$ cat src/rtl/cbfp1_frame_ctrl.sv
// rtl/cbfp1_frame_ctrl.sv - CBFP stage-1 frame sequencer, tag pipeline and block-index FIFO
// Optional sticky error register enabled by defining CBFP1_CTRL_ERR_EN.
module cbfp1_frame_ctrl #(
    parameter int NCHAN       = 16,
    parameter int BLOCK_SIZE  = 8,
    parameter int NBLOCKS     = NCHAN / BLOCK_SIZE,
    parameter int IDX_W       = 5,
    parameter int FRAME_BEATS = 32,
    parameter int FIFO_DEPTH  = 16
) (
    input  logic                              clk,
    input  logic                              rst,
    input  logic                              in_valid,
    input  logic                              in_sof,
    output logic                              in_ready,
    output logic                              dp_valid_in,
    input  logic [NBLOCKS*IDX_W-1:0]          dp_idx,
    input  logic                              dp_valid_out,
    output logic                              out_sof,
    output logic                              out_eof,
    output logic [$clog2(FRAME_BEATS)-1:0]    out_beat,
    output logic                              frame_done,
    input  logic                              idx_rd_en,
    output logic [NBLOCKS*IDX_W-1:0]          idx_rd_data,
    output logic                              idx_empty,
    output logic [$clog2(FIFO_DEPTH):0]       idx_count,
    output logic [2:0]                        err,
    input  logic                              err_clr
);
    localparam int BEAT_W = $clog2(FRAME_BEATS);
    localparam int DW     = NBLOCKS * IDX_W;
    localparam int PTR_W  = $clog2(FIFO_DEPTH);
    localparam int CNT_W  = PTR_W + 1;

    typedef enum logic {IDLE, RUN} state_t;

    state_t              state, state_nxt;
    logic [BEAT_W-1:0]   beat_cnt, beat_cnt_nxt, cur_beat;
    logic                accepted, fwd, last_beat, pop;
    logic                sof_q, eof_q;
    logic [BEAT_W-1:0]   beat_q;
    logic [DW-1:0]       mem [FIFO_DEPTH];
    logic [PTR_W-1:0]    wr_ptr, rd_ptr;

    // A same-cycle pop deliberately does not open in_ready, keeping the path short.
    assign in_ready  = (idx_count < CNT_W'(FIFO_DEPTH)) & ~rst;
    assign accepted  = in_valid & in_ready;
    assign idx_empty = (idx_count == '0);
    assign pop       = idx_rd_en & ~idx_empty;

    always_ff @(posedge clk) begin
        if (rst) begin
            state    <= IDLE;
            beat_cnt <= '0;
        end else begin
            state    <= state_nxt;
            beat_cnt <= beat_cnt_nxt;
        end
    end

    // beat_cnt holds the number the next non-sof beat will carry.
    always_comb begin
        state_nxt    = state;
        beat_cnt_nxt = beat_cnt;
        if (fwd) begin
            beat_cnt_nxt = cur_beat + BEAT_W'(1);
            state_nxt    = last_beat ? IDLE : RUN;
        end
    end

    always_comb begin
        cur_beat    = in_sof ? '0 : beat_cnt;
        last_beat   = (cur_beat == BEAT_W'(FRAME_BEATS - 1));
        fwd         = accepted & ((state == RUN) | in_sof);
        dp_valid_in = fwd;
    end

    always_ff @(posedge clk) begin
        if (rst) begin
            sof_q  <= 1'b0;
            eof_q  <= 1'b0;
            beat_q <= '0;
        end else begin
            sof_q  <= fwd & in_sof;
            eof_q  <= fwd & last_beat;
            beat_q <= fwd ? cur_beat : '0;
        end
    end

    assign out_sof    = sof_q & dp_valid_out;
    assign out_eof    = eof_q & dp_valid_out;
    assign out_beat   = beat_q & {BEAT_W{dp_valid_out}};
    assign frame_done = out_eof;

    always_ff @(posedge clk) begin
        if (fwd) mem[wr_ptr] <= dp_idx;
    end

    always_ff @(posedge clk) begin
        if (rst) begin
            wr_ptr    <= '0;
            rd_ptr    <= '0;
            idx_count <= '0;
        end else begin
            if (fwd) wr_ptr <= wr_ptr + PTR_W'(1);
            if (pop) rd_ptr <= rd_ptr + PTR_W'(1);
            idx_count <= idx_count + CNT_W'(fwd) - CNT_W'(pop);
        end
    end

    assign idx_rd_data = mem[rd_ptr];

`ifdef CBFP1_CTRL_ERR_EN
    logic [2:0] err_ev;

    assign err_ev = {idx_rd_en & idx_empty,
                     accepted & (state == RUN) & in_sof & (beat_cnt != '0),
                     accepted & (state == IDLE) & ~in_sof};

    // A new event in the clearing cycle survives the clear.
    always_ff @(posedge clk) begin
        if (rst) err <= '0;
        else     err <= (err_clr ? 3'b000 : err) | err_ev;
    end
`else
    logic unused_err_clr;

    assign unused_err_clr = err_clr;
    assign err            = '0;
`endif
endmodule

$ cat config.mk
export PLATFORM = sky130hd
export DESIGN_NAME = cbfp1_frame_ctrl
export DESIGN_NICKNAME = d
export VERILOG_FILES = /design/src/rtl/cbfp1_frame_ctrl.sv
export SDC_FILE = /design/constraint.sdc
export NUM_CORES = 1
export LEC_CHECK = 0
export ABC_AREA = 0
export CAP_MARGIN = 10
export CORE_MARGIN = 3
export CORE_UTILIZATION = 45
export CTS_CLUSTER_SIZE = 14
export DETAILED_ROUTE_END_ITERATION = 6
export PLACE_DENSITY = 0.72
export SETUP_SLACK_MARGIN = 0.2
export SYNTH_ARGS = -nofsm -noshare
export SYNTH_HDL_FRONTEND = slang
export SYNTH_SLANG_ARGS = --single-unit
export TNS_END_PERCENT = 30
$ cat constraint.sdc
create_clock -name clk -period 4.1 [get_ports clk]
set_input_delay 0.82 -clock clk [delete_from_list [all_inputs] [get_ports clk]]
set_output_delay 0.82 -clock clk [all_outputs]
set_load 0.01 [all_outputs]
# Word level (Yosys, flattened, before mapping)
# Memory sizes are Yosys's and may differ from the RTL's. A register that Yosys moved wholly into a read port is not among the register bits.
# Cells that the tools add are included.
[totals]
regBits = 26
mem_bits_rw = 160
input_bits = 17
output_inout_bits = 29
memories = 1
[op_classes]
add_sub_neg = 5
n_lt_le_gt_ge = 1
eq_ne = 1
muxes = 6
bitwise = 13
n_reduce_logical = 2
[memory_table]
columns = ["name", "words", "width", "rd", "rd_ports_with_merged_regs", "write_ports", "line_no", "source"]
rows = [
  ["mem", 16, 10, 1, 1, 1, "42", "logic [DW-1:0] mem [FIFO_DEPTH];"],
]
[op_table]
columns = ["op", "n"]
rows = [
  ["$add 4x1->4 const B", 2],
  ["$and 1x1->1", 8],
  ["$mux 4", 2],
  ["$add 5x1->5", 1],
  ["$add 5x1->5 const B", 1],
  ["$and 5x5->5", 1],
  ["$eq 5x5->1 const B", 1],
  ["$logic_not 5->1", 1],
  ["$lt 5x5->1 const B", 1],
  ["$mux 5", 1],
  ["$sub 5x1->5", 1],
  ["$mux 1", 3],
  ["$not 1->1", 3],
  ["$reduce_or 2->1", 1],
  ["$or 1x1->1", 1],
]

# Depth between registers and ports, before layout
# Gate-level depths: netlist (run 1).
[logic_depth]
ltp_word = 6
ltp_mapped = 14

# Least setup slack after synthesis (run 1)
# OpenSTA, ideal clock, no wires.
[synth_path]
kind = "input to register"
start = "input in_sof"
end = "register idx_count[4]"
setup_ns = 0.133
t_arrival_ns = 2.619
required_time_ns = 3.967
slack_ns = 1.349
stages = 12
cell_sequence = "buf_2 -> or2_1 -> and2_1 -> buf_2 -> buf_2 -> ha_1 -> inv_1 -> fa_1 -> nor2b_1 -> o21bai_1 -> a21oi_1 -> nor3b_1"
[synth_via]
elab_chain_len = 4
[synth_rtl]
columns = ["item", "line_no", "source"]
rows = [
  ["start: declaration", "14", "input logic in_sof,"],
  ["$or 1x1->1", "74", "fwd = accepted & ((state == RUN) | in_sof);"],
  ["$and 1x1->1", "74", ""],
  ["named net dp_valid_in", "16", "output logic dp_valid_in,"],
  ["$add 5x1->5", "107", "idx_count <= idx_count + CNT_W'(fwd) - CNT_W'(pop);"],
  ["$sub 5x1->5", "107", ""],
  ["end signal: assignment", "107", ""],
  ["end: declaration", "26", "output logic [$clog2(FIFO_DEPTH):0] idx_count,"],
]
# The timed path passes the listed nets, and every way through them passes these cells.
# A chain may end at the register's enable or synchronous reset.

==> impl_results.md, run 1 <==
* RSZ-0062 raised after global routing: no
* Crit path required time at 3.28 ns
* R2r worst-path depth at 14
* Hold path endpoint: beat_cnt[4]
* Die area at 18200 um^2
* Sequential fraction of the synthesis area at 0.723
* All-layer global routing usage at 0.168
* Final setup viols at 0
* Die Ht at 135 um
* Reg2reg setup slack at 1.33 ns
* Worst hold path cell count at 2
* Initial Util at 0.465
* Rows at 46
* Final hold slack at 0.494 ns
* Final period utilization at 0.816
* Pwr Density at 552 nW/um^2
* Critical path class: reg2out
* Crit path max-delay family: simple AND/OR/NAND/NOR gates
* Slowest CP cell: nor2b_1
* Synth Warn # at 0
* R2R Path Start: idx_count[3]
* Post-DP HPWL at 8.91 mm
* CTS Root Cell: clkbuf_16
* Final Max Tran Viols at 0
* Non-Filler Instances at 709
* Per-cell routed wire length at 20.0 um
* Pwr Total at 0.00490 W
* Wire length of the first global-routing pass at 22.5 mm
* Leakage Power at 2.94 nW
* Outcome: finished, final reports clean
* Placed Instances at 677
* Most common cell after layout, fill and taps aside: edfxtp_1
* Clk sinks at 190
* Postcts setup bufs at 0
* Crit-path cells: nor2b_1, a22oi_1, nand2_1, clkdlybuf4s50_1
* Commonest non-fill, non-tap cells in the layout: edfxtp_1, clkdlybuf4s50_1, mux4_2, dfxtp_1, nor2_1
* Crit path max fanout at 10
* Longest Clk Path Bufs at 2
* Setup tns final at 0 ns
* Ports at 46
* Max Fclk at 299 MHz
* GP Congestion at 0.772
* Synth unique cells at 39
* Share of post-route cells with drive strength above 1 at 0.205
* Startpoint types: flip-flop
* DR DRC count at 0
* DRT Wirelength at 14.2 mm
* Clock transition at path regs at 0.07 ns
* Clk_lat worst skew at 0.43 ns
* Layout filler cell count at 1198
* Vias in the first global route at 4090
* Critical hold path startpoint: beat_cnt[4]
* H-tree levels at 4
* Antenna-violating nets left at 0
* Reg2Reg Capture Point: idx_count[4]
* FF/Latch Area at 5410 um^2
* 1st-pass router iterations at 4
* CP Capture Type: output pin
* DRC violation total after the first TritonRoute iteration at 293
* Max-Cap Viols at 0
* Multi-input gate area at 1920 um^2
* Placed inst area at 8260 um^2
* Final hold viol count at 0
* Minimum clock period at 3.34 ns
* Share of the synthesized area in the top cell type at 0.643
* Syn Std Cell Area at 7470 um^2
* Layout Skew at 0.0100 ns
* Max-slew headroom at 0.390
* Mapped Cells at 418
* Core area at 16100 um^2
* Grt ovf at 0
* Design Area, Final at 8870 um^2
* Yosys top cell by area: edfxtp_1
* Worst-Margin Slew at 0.913 ns
* Cts hold-fix bufs at 0
* Synthesized area per cell at 17.9 um^2
* Leading post-synthesis cells by cell area: edfxtp_1, mux4_2, dfxtp_1
* Largest net degree at the start of global routing at 41
* Vias at 3821
* Diodes inserted at 0
* Cts repair resizes at 0
* PortBufs at 41
* Synthesized flop and latch total at 190
* VDD IR max at 353 uV
* Worst min path class: reg2reg
* Crit path DAT at 2.52 ns
* Die Wd at 135 um
* CP max stage delay at 0.75 ns
* CTS tree: yes
* Final net count at 511
* Vias/cell at 5.39
* Antenna violations before repair at 0
* Worst path bufs/invs at 1
* Num CTS Buffers at 17
* Layout area overhead at 18.7%
==> through the flow <==
stage | util | setup WS (ns)
finish | 0.553 | 0.756
global placement | 0.514 | 0.828
detailed placement | 0.514 | 0.790
global route | 0.553 | 0.585
CTS | 0.553 | 0.723
floorplan | - | 1.35
==> worst register-to-register path, stage by stage, from the launching register on <==
cell and delay, ns:
dfxtp_1 0.33, inv_1 0.08, ha_1 0.13, or4b_1 0.53, nand2_1 0.17, inv_1 0.06
ha_1 0.26, inv_1 0.06, ha_1 0.15, inv_1 0.05, fa_1 0.37, nor2b_1 0.16
o21bai_1 0.09, a21oi_1 0.15, nor3b_1 0.06
==> cell families after synthesis <==
| group | synth area share |
|---|---|
| AO/OA/AOI/OAI | 0.0338 |
| XOR/XNOR | 0.00937 |
| adder cells (fa/ha/maj) | 0.0244 |
| buffers and inverters | 0.0213 |
| flip-flops | 0.723 |
| multiplexers | 0.121 |
| other | 0.000502 |
| AND/OR/NAND/NOR | 0.0670 |
==> synth_stat cells, drive strengths merged <==
master	instances
a21o	1
a21oi	5
a22oi	20
a311oi	1
a31o	1
a41oi	1
and2	15
and3	3
and4b	1
buf	17
clkbuf	6
conb	1
dfxtp	30
edfxtp	160
fa	1
ha	13
inv	12
mux4	40
nand2	19
nand2b	4
nand3	6
nor2	25
nor2b	9
nor3	7
nor3b	3
o211ai	1
o21ai	3
o21bai	1
o31ai	1
or2	1
or3b	1
or4b	1
xnor2	2
xor2	6
==> power breakdown <==
group / internal (W) / total, W / switching (W)
sequential: 0.00214 / 0.00220 / 0.0000513
clock: 0.000973 / 0.00169 / 0.000713
combinational: 0.000556 / 0.00102 / 0.000459
total: 0.00367 / 0.00490 / 0.00122
==> final cells by class <==
| class | count | area share |
|---|---|---|
| clock buffers | 18 | 0.0484 |
| well taps | 216 | 0.0305 |
| flip-flops and latches | 190 | 0.609 |
| repair buffers | 64 | 0.0699 |
| multi-input cells | 195 | 0.216 |
| clock inverters | 14 | 0.0207 |
| inverters | 12 | 0.00508 |
==> worst max-delay path by stage <==
stage / from / endpoint / slack [ns] / cells past startpoint
after floorplan: in_sof / idx_count[4] / 1.35 / 12
after global placement: in_sof / idx_count[4] / 0.83 / 11
after detailed placement: in_sof / idx_count[4] / 0.79 / 11
after CTS: flip-flop / idx_rd_data[2] / 0.72 / 4
after global routing: flip-flop / idx_rd_data[2] / 0.58 / 4
final: flip-flop / idx_rd_data[2] / 0.76 / 4
==> layer usage <==
metal | vias to the layer above | routed length, um | GRT usage
li1 | 1740 | - | -
met1 | 1971 | 6140 | 0.218
met2 | 101 | 7180 | 0.283
met3 | 9 | 735 | 0.0477
met4 | 0 | 116 | 0.0424
met5 | - | 0 | 0
==> flip-flops by register name (all words and copies together), names as in the netlist, named ones only <==
| signal | cells |
|---|---|
| eof_q | 1 |
| beat_cnt | 5 |
| beat_q | 5 |
| idx_count | 5 |
| sof_q | 1 |
| state | 1 |
| wr_ptr | 4 |
| rd_ptr | 4 |
| mem | 160 |
Power figures use the tool's default switching activity.
==> inputs of run 2 (changes only) <==
- clock period: 4.1 -> 3.46 ns (I/O delays scaled with it)
==> run 2 against run 1 <==
Non-clock buffer count rose by 7. Global-route usage rose by 0.52 points. Sequential share of layout area fell by 0.59 points. Setup slack got worse by 0.49 ns. Sequential cell count did not move. Count of clock-buffer cells in the layout rose by 1. Clock skew fell by 0.0013 ns. Final cell count rose by 0.99%. First-iteration DRC count rose by 17%. Via count rose by 0.81%. Critical path type unchanged. Largest cell class unchanged. Largest power group unchanged. Highest routed layer unchanged.
==> impl_results.md, run 2 (synthesized netlist as in run 1, its figures left out) <==
* Layout filler cell count at 1204
* DRT Wirelength at 14.5 mm
* Vias/cell at 5.38
* Die Ht at 135 um
* Crit path required time at 2.77 ns
* Wire length of the first global-routing pass at 23.1 mm
* Non-Filler Instances at 716
* Vias in the first global route at 4109
* Die area at 18200 um^2
* Outcome: finished, final reports clean
* Setup tns final at 0 ns
* Grt ovf at 0
* Reg2Reg Capture Point: idx_count[4]
* Placed inst area at 8290 um^2
* Clock transition at path regs at 0.06 ns
* GP Congestion at 0.725
* DRC violation total after the first TritonRoute iteration at 342
* Final period utilization at 0.923
* GRT Max-Usage Layer: met2
* Per-cell routed wire length at 20.3 um
* Multi-input gate area at 1920 um^2
* Rows at 46
* Max-slew headroom at 0.621
* Max Fclk at 313 MHz
* Final Max Tran Viols at 0
* Flip-flop count of the largest register after layout at 160
* Worst min path class: reg2reg
* Critical path class: reg2out
* Initial Util at 0.465
* Placed Instances at 681
* Critical hold path startpoint: rd_ptr[1]
* Design Area, Final at 8970 um^2
* Longest Clk Path Bufs at 2
* R2R Path Start: idx_count[3]
* CP max stage delay at 0.57 ns
* Reg2reg setup slack at 0.57 ns
* Slowest CP cell: dfxtp_2
* M1 GR Usage at 0.228
* Antenna violations before repair at 0
* Max-Cap Viols at 0
* Crit path max-delay family: buffers and inverters
* RSZ-0062 raised after global routing: yes
* Worst path bufs/invs at 2
* PortBufs at 41
* Minimum clock period at 3.19 ns
* VDD IR max at 508 uV
* Most common cell after layout, fill and taps aside: edfxtp_1
* Crit-path cells: buf_12, mux4_2, a22oi_1, nand2_1, clkdlybuf4s50_1
* CP Capture Type: output pin
* Final setup viols at 0
* Clk_lat worst skew at 0.43 ns
* Largest net degree at the start of global routing at 29
* Clk sinks at 190
* Crit path max fanout at 28
* Vias at 3852
* H-tree levels at 4
* Top reg by flops: mem
* Final hold slack at 0.503 ns
* Layout Skew at 0.00871 ns
* All-layer global routing usage at 0.173
* Worst hold path cell count at 2
* CTS Root Cell: clkbuf_16
* Leakage Power at 3.00 nW
* 1st-pass router iterations at 4
* Num CTS Buffers at 17
* Final net count at 518
* Commonest non-fill, non-tap cells in the layout: edfxtp_1, clkdlybuf4s50_1, mux4_2, dfxtp_1, buf_4
* Crit path DAT at 2.50 ns
* FF/Latch Area at 5410 um^2
* M3 GR Usage at 0.0421
* Core area at 16100 um^2
* Antenna-violating nets left at 0
* Worst-Margin Slew at 0.567 ns
* Die Wd at 135 um
* Met2 Track Usage GR at 0.284
* Ports at 46
* Layout area overhead at 20.0%
* DR DRC count at 0
* Post-DP HPWL at 9.13 mm
* Diodes inserted at 0
* CTS tree: yes
* Pwr Density at 657 nW/um^2
* R2r worst-path depth at 14
* Share of post-route cells with drive strength above 1 at 0.210
* Startpoint types: flip-flop
* Final hold viol count at 0
## run 2: timing repair
action	in CTS	in global routing
gates cloned	1	0
resized for setup	1	1
endpoints found under the setup margin	7	10
hold buffers	0	0
setup buffers	0	2
## run 2: area by class of cell
| cell class | count | share of cell area |
|---|---|---|
| clock buffers | 19 | 0.0483 |
| clock inverters | 13 | 0.0208 |
| inverters | 12 | 0.00502 |
| multi-input cells | 195 | 0.214 |
| flip-flops and latches | 190 | 0.603 |
| well taps | 216 | 0.0301 |
| repair buffers | 71 | 0.0779 |
## run 2: worst max-delay path by stage
| stage | start | to | slack (ns) | cells after the start |
|---|---|---|---|---|
| 2_1_floorplan | idx_count[3] | idx_count[4] | 0.83 | 14 |
| 3_3_place_gp | in_valid | dp_valid_in | 0.47 | 4 |
| 3_5_place_dp | in_valid | dp_valid_in | 0.46 | 4 |
| 4_1_cts | flip-flop | idx_rd_data[2] | 0.19 | 5 |
| 5_1_grt | flip-flop | idx_rd_data[0] | 0.14 | 5 |
| 6_report | flip-flop | idx_rd_data[0] | 0.27 | 5 |
## run 2: routing by layer
metal | share of wire | up-vias
li1 | - | 1762
met1 | 0.42 | 1949
met2 | 0.50 | 124
met3 | 0.059 | 17
met4 | 0.017 | 0
met5 | 0 | -
## run 2: report_power, final
group / internal (W) / switching (W) / leakage [nW] / total [W]
sequential: 0.00254 / 0.0000830 / 1.68 / 0.00263
combinational: 0.000712 / 0.000532 / 1.01 / 0.00124
clock: 0.00121 / 0.000801 / 0.301 / 0.00202
total: 0.00447 / 0.00142 / 3.00 / 0.00589
## run 2: per-stage QoR
stage                     utilization  power (W)  worst slack (ns)
after floorplan                     -    0.00344             0.834
after global placement          0.516    0.00384             0.470
after detailed placement        0.516    0.00386             0.456
after CTS                       0.557    0.00593             0.192
after global routing            0.558    0.00614             0.141
final                           0.558    0.00589             0.267
## run 2: worst register-to-register path, cell delays in order (launching register included)
cell      delay (ns)
dfxtp_1         0.33
inv_1           0.09
ha_1            0.15
or4b_1          0.55
nand2_1         0.18
inv_1           0.06
ha_1            0.26
inv_1           0.05
ha_1            0.15
inv_1           0.05
fa_1            0.37
nor2b_1         0.16
o21bai_1        0.11
a21oi_1         0.17
nor3b_1         0.07
